`src/rtl/led_pattern_sequencer_if.sv`:
```
`default_nettype none
// +--------------------------------------------------------------------+
// | led_pattern_sequencer_if: control/LED bundle for the sequencer      |
// | Revision: 1.0                                                      |
// +--------------------------------------------------------------------+
interface led_pattern_sequencer_if #(
  parameter int W = 8
);
  logic         step;
  logic         start;
  logic         stop;
  logic [1:0]   mode;
  logic [W-1:0] led;
  logic         busy;
  logic         done;

  modport master (output step, start, stop, mode, input led, busy, done);
  modport slave  (input step, start, stop, mode, output led, busy, done);
endinterface
`default_nettype wire

```
`src/rtl/led_pattern_sequencer.sv`:
```
`default_nettype none
// +--------------------------------------------------------------------+
// | led_pattern_sequencer: tick-driven blink/chase/ping-pong/count LEDs |
// | Revision: 1.0                                                      |
// +--------------------------------------------------------------------+
module led_pattern_sequencer #(
  parameter int W              = 8,
  parameter int TICKS_PER_STEP = 1,
  parameter int REPEAT         = 4
) (
  input  logic                   clk,
  input  logic                   aclr,
  led_pattern_sequencer_if.slave bus
);

  localparam int PW    = (TICKS_PER_STEP > 1) ? $clog2(TICKS_PER_STEP) : 1;
  localparam int PASSW = (REPEAT > 0) ? $clog2(REPEAT + 1) : 1;

  localparam logic [PW-1:0]    C_PRESC_LAST = PW'(TICKS_PER_STEP - 1);
  localparam logic [PASSW-1:0] C_PASS_LAST  = (REPEAT > 0) ? PASSW'(REPEAT - 1) : '0;

  localparam logic [1:0] C_ST_IDLE = 2'd0;
  localparam logic [1:0] C_ST_RUN  = 2'd1;
  localparam logic [1:0] C_ST_DONE = 2'd2;

  localparam logic [1:0] C_MODE_BLINK    = 2'd0;
  localparam logic [1:0] C_MODE_CHASE    = 2'd1;
  localparam logic [1:0] C_MODE_PINGPONG = 2'd2;

  logic [1:0]       state_q, state_d;
  logic [W-1:0]     led_q,   led_d;
  logic [1:0]       mode_q,  mode_d;
  logic [PW-1:0]    presc_q, presc_d;
  logic [PASSW-1:0] pass_q,  pass_d;
  logic             dir_q,   dir_d;
  logic             step_q,  step_d;

  logic             w_tick;
  logic             w_advance;
  logic [W-1:0]     w_nxt;
  logic             w_nxt_dir;
  logic             w_wrap;

  function automatic logic [W-1:0] init_pat(input logic [1:0] m);
    case (m)
      C_MODE_BLINK:                  return '1;
      C_MODE_CHASE, C_MODE_PINGPONG: return W'(1);
      default:                       return '0;
    endcase
  endfunction

  assign step_d    = bus.step;
  assign w_tick    = bus.step & ~step_q;
  assign w_advance = w_tick && (presc_q == C_PRESC_LAST);

  // Next pattern value; w_wrap flags a return to the initial pattern.
  // dir_q = 1 means the ping-pong dot is moving toward bit0.
  always_comb begin
    w_nxt     = led_q;
    w_nxt_dir = dir_q;
    w_wrap    = 1'b0;
    case (mode_q)
      C_MODE_BLINK: begin
        w_nxt  = ~led_q;
        w_wrap = (led_q == '0);
      end
      C_MODE_CHASE: begin
        w_nxt  = {led_q[W-2:0], led_q[W-1]};
        w_wrap = (led_q[W-1] == 1'b1);
      end
      C_MODE_PINGPONG: begin
        if (!dir_q) begin
          w_nxt     = led_q << 1;
          w_nxt_dir = led_q[W-2];
        end else begin
          w_nxt     = led_q >> 1;
          w_nxt_dir = ~led_q[1];
          w_wrap    = led_q[1];
        end
      end
      default: begin
        w_nxt  = led_q + W'(1);
        w_wrap = (led_q == '1);
      end
    endcase
  end

  always_comb begin
    state_d = state_q;
    led_d   = led_q;
    mode_d  = mode_q;
    presc_d = presc_q;
    pass_d  = pass_q;
    dir_d   = dir_q;
    case (state_q)
      C_ST_IDLE: begin
        led_d = '0;
        if (bus.start && !bus.stop) begin
          mode_d  = bus.mode;
          led_d   = init_pat(bus.mode);
          presc_d = '0;
          pass_d  = '0;
          dir_d   = 1'b0;
          state_d = C_ST_RUN;
        end
      end
      C_ST_RUN: begin
        if (bus.stop) begin
          led_d   = '0;
          state_d = C_ST_IDLE;
        end else begin
          if (w_tick) begin
            presc_d = w_advance ? '0 : presc_q + PW'(1);
          end
          if (w_advance) begin
            led_d = w_nxt;
            dir_d = w_nxt_dir;
            if (w_wrap && (REPEAT != 0)) begin
              if (pass_q == C_PASS_LAST) begin
                led_d   = '0;
                state_d = C_ST_DONE;
              end else begin
                pass_d = pass_q + PASSW'(1);
              end
            end
          end
        end
      end
      default: begin
        led_d   = '0;
        state_d = C_ST_IDLE;
      end
    endcase
  end

  always_ff @(posedge clk or negedge aclr) begin
    if (!aclr) begin
      state_q <= C_ST_IDLE;
      led_q   <= '0;
      mode_q  <= '0;
      presc_q <= '0;
      pass_q  <= '0;
      dir_q   <= 1'b0;
      step_q  <= 1'b0;
    end else begin
      state_q <= state_d;
      led_q   <= led_d;
      mode_q  <= mode_d;
      presc_q <= presc_d;
      pass_q  <= pass_d;
      dir_q   <= dir_d;
      step_q  <= step_d;
    end
  end

  assign bus.led  = led_q;
  assign bus.busy = (state_q == C_ST_RUN);
  assign bus.done = (state_q == C_ST_DONE);

endmodule
`default_nettype wire
```
`src/flat_wrapper.sv`:
```
// flat-port wrapper written by rule: the top's interface ports become plain ports
module led_pattern_sequencer_flat 
#(
  parameter int W              = 8,
  parameter int TICKS_PER_STEP = 1,
  parameter int REPEAT         = 4
)
  (clk, aclr, bus_step, bus_start, bus_stop, bus_mode, bus_led, bus_busy, bus_done);
  led_pattern_sequencer_if #(.W(W)) bus_i ();
  input  logic clk;
  input  logic aclr;
  input wire logic [$bits(bus_i.step)-1:0] bus_step;
  input wire logic [$bits(bus_i.start)-1:0] bus_start;
  input wire logic [$bits(bus_i.stop)-1:0] bus_stop;
  input wire logic [$bits(bus_i.mode)-1:0] bus_mode;
  output wire logic [$bits(bus_i.led)-1:0] bus_led;
  output wire logic [$bits(bus_i.busy)-1:0] bus_busy;
  output wire logic [$bits(bus_i.done)-1:0] bus_done;
  assign bus_i.step = bus_step;
  assign bus_i.start = bus_start;
  assign bus_i.stop = bus_stop;
  assign bus_i.mode = bus_mode;
  assign bus_led = bus_i.led;
  assign bus_busy = bus_i.busy;
  assign bus_done = bus_i.done;
  led_pattern_sequencer #(.W(W), .TICKS_PER_STEP(TICKS_PER_STEP), .REPEAT(REPEAT)) u_core (.clk(clk), .aclr(aclr), .bus(bus_i));
endmodule
```
`config.mk`:
```
export PLATFORM = sky130hd
export DESIGN_NAME = led_pattern_sequencer_flat
export DESIGN_NICKNAME = d
export VERILOG_FILES = /design/src/rtl/led_pattern_sequencer_if.sv /design/src/rtl/led_pattern_sequencer.sv /design/src/flat_wrapper.sv
export SDC_FILE = /design/constraint.sdc
export NUM_CORES = 1
export LEC_CHECK = 0
export CAP_MARGIN = 20
export CORE_ASPECT_RATIO = 1.1
export CORE_MARGIN = 2
export CORE_UTILIZATION = 60
export CTS_BUF_LIST = sky130_fd_sc_hd__clkbuf_4 sky130_fd_sc_hd__clkbuf_8 sky130_fd_sc_hd__clkbuf_16
export DETAILED_ROUTE_END_ITERATION = 8
export PLACE_DENSITY_LB_ADDON = 0.25
export SYNTH_ARGS = -nofsm -noshare
export SYNTH_HDL_FRONTEND = slang
export SYNTH_SLANG_ARGS = --single-unit
```
`constraint.sdc`:
```
create_clock -name clk -period 3.3 [get_ports clk]
set_input_delay 0.33 -clock clk [delete_from_list [all_inputs] [get_ports clk]]
set_output_delay 0.33 -clock clk [all_outputs]
set_load 0.01 [all_outputs]
```
==> summary.txt <==
Clock network
  – Inserted Clock Buffers: 3
  – H-tree levels: 1
  – Reg clk slew, reported paths: 0.10 ns
  – Post-cts sizing count: 0
  – Clk_lat worst skew: 0.31 ns
  – TritonCTS clock tree: yes
  – CTS Sinks: 18
  – Clock Path Buffers: 2
  – CTS Hold Bufs: 0
  – Root Driver: clkbuf_4
  – Postcts setup bufs: 0

Floorplanning
  – Die Wd: 51.1 um
  – I/O pins: 17
  – Initial core utilization: 64.2%
  – Die Height: 55.8 um
  – Core area: 2270 um^2
  – Die Area: 2850 um^2
  – Std cell rows: 18

Critical path
  – CP Class: flop to primary output
  – Arrival @ worst endpoint: 1.81 ns
  – Critical path launch point type: flop
  – CP max FO: 10
  – R2R Setup Slk: 1.22 ns
  – WP data required: 2.97 ns
  – Worst Reg-to-Reg Cells: 7
  – RR Startpoint: u_core.bus.led[1]$_DFFE_PN0N_
  – Critical Path End Type: primary output
  – RR Endpoint: u_core.bus.led[6]$_DFFE_PN0N_

Global route
  – First-pass GRT wire length: 5.80 mm
  – GRT Total Usage: 26.6%
  – Vias in the first global route: 1205
  – Global route overflow: 0
  – Pin count of the biggest net entering global routing: 24
  – Initial antenna violation count: 0

Cells and area
  – Final Util: 70.5%
  – Ant diodes: 0
  – Layout cells sized above 1: 11.9%
  – Synth-to-Final Area Change: 9.67%
  – Most frequent cells in the layout: dfrtp_1 (18), clkdlybuf4s50_1 (16), nor2_1 (14)
  – Nets@finish: 180
  – Commonest non-fill, non-tap cell in the layout: dfrtp_1

Routing
  – DRC Markers: 0
  – Post-Route WL: 3.44 mm
  – WL/cell: 17.4 um
  – TritonRoute pass-1 iters: 4
  – Routed via count: 1301
  – Via density: 6.57
  – Remaining antenna violation count after routing: 0
  – DR iter-0 viols: 54

Synth
  – Sequential-to-total area share from yosys stat: 30.8%
  – Post-synthesis cell count: 161
  – Synth top area share: 30.8%
  – Post-synthesis async set-or-reset flop share: 100%
  – Synth warn: 0
  – Synth top area cells: dfrtp_1 (31%), mux2i_1 (4.1%), a21oi_1 (3.8%)
  – Ys flop type: dfrtp_1
  – Synthesized Nets: 172
  – Register bit count reported by yosys: 18
  – Cell Area, Synth: 1460 um^2
  – Area leader, netlist: dfrtp_1
  – Post-synth cell types: 49
  – Post-synth EDFFs: 0
  – Syn Area/Cell: 9.08 um^2

Timing
  – Tightest Pin Transition: 0.820 ns
  – Final Critical Period: 2.14 ns
  – Clk_skew: 0.000673 ns
  – Worst setup margin: 1.16 ns
  – Max-slew violations: 0
  – RSZ-0062 raised after global routing: no
  – Max frequency: 468 MHz
  – Worst slew margin: 45.2%
  – Final hold vios: 0
  – Final setup vio count: 0
  – Setup TNS: 0 ns
  – Crit share post-route: 64.7%

Place
  – Port-buffer cells: 16
  – Post-DP HPWL: 2.38 mm
  – Dpl ws: 1.11 ns
  – GP Congestion: 0.864

Job
  – Maxcap violations: 0

Power and ir drop
  – Leak pwr: 0.661 nW
  – PwrDens: 686 nW/um^2
  – Max VDD drop: 0.000557 V

Min path
  – Hold crit path type: input pin to asynchronous set/reset pin

Run status
  – Status: completed
## worst max path at each step
stage	from	end	slack [ns]	cells after the start
after floorplan	u_core.bus.led[1]$_DFFE_PN0N_	u_core.bus.led[6]$_DFFE_PN0N_	1.55	7
after global placement	bus_step	u_core.bus.led[3]$_DFFE_PN0N_	1.21	6
after detailed placement	bus_step	u_core.bus.led[3]$_DFFE_PN0N_	1.11	6
after CTS	u_core.state_q[1]$_DFFE_PN0P_	bus_busy	1.18	3
after global routing	u_core.state_q[1]$_DFFE_PN0P_	bus_busy	1.10	3
final	u_core.state_q[1]$_DFFE_PN0P_	bus_busy	1.16	3
## kinds of logic after synthesis
kind of cell             synth area share [%]
AND/OR/NAND/NOR                          21.7
buffers and inverters                    8.90
AO/OA/AOI/OAI                            25.3
multiplexers                             8.73
adder cells (fa/ha/maj)                  3.42
flip-flops                               30.8
XOR/XNOR                                 1.20
## layout make-up
class,instances,area (um^2)
timing repair buffer,16,160
inverter,10,37.5
fill,179,672
multi-input combinational,120,881
clock buffer,4,36.3
tap,30,37.5
sequential,18,450
## report_power, final
group	leakage, nW	internal, mW	total, mW	switching [mW]
registers	0.234	0.274	0.447	0.173
logic	0.406	0.274	0.510	0.236
clock network	0.0210	0.0675	0.141	0.0740
total	0.661	0.616	1.10	0.483
## cell usage after synthesis, drive strengths merged, types with 5 or more instances
master and count:
a21oi 11, a31oi 5, buf 12, dfrtp 18
inv 10, mux2i 6, nand2 10, nor2 14
nor2b 5, nor3 6, o21ai 9
## metrics by stage
step | std cells | cell area [um^2] | hold WS, ns | total power [mW]
finish | 198 | 1600 | 0.484 | 1.10
global placement | 194 | 1570 | 0.466 | 0.927
floorplan | 161 | 1460 | 0.0344 | 0.818
global route | 198 | 1600 | 0.515 | 1.18
detailed placement | 194 | 1570 | 0.486 | 0.950
CTS | 198 | 1600 | 0.503 | 1.10
## worst max-delay path: stages, from the launching register on
cell,delay (ns)
dfrtp_1,0.54
nand2b_1,0.29
inv_1,0.12
clkdlybuf4s50_1,0.54
## per-layer routing
layer | track usage (%) | part of all wire [%] | wire [um]
met2 | 41.4 | 49 | 1700
met3 | 2.96 | 4.6 | 160
met4 | 12.7 | 2.6 | 91
met5 | 0 | 0 | 0
met1 | 36.6 | 43 | 1490
## registers in the layout (all words and copies together) (netlist names)
name,flops
u_core.state_q,2
u_core.dir_q,1
u_core.pass_q,3
u_core.mode_q,2
u_core.presc_q,1
u_core.step_q,1
u_core.bus.led,8
Power figures use the tool's default switching activity.
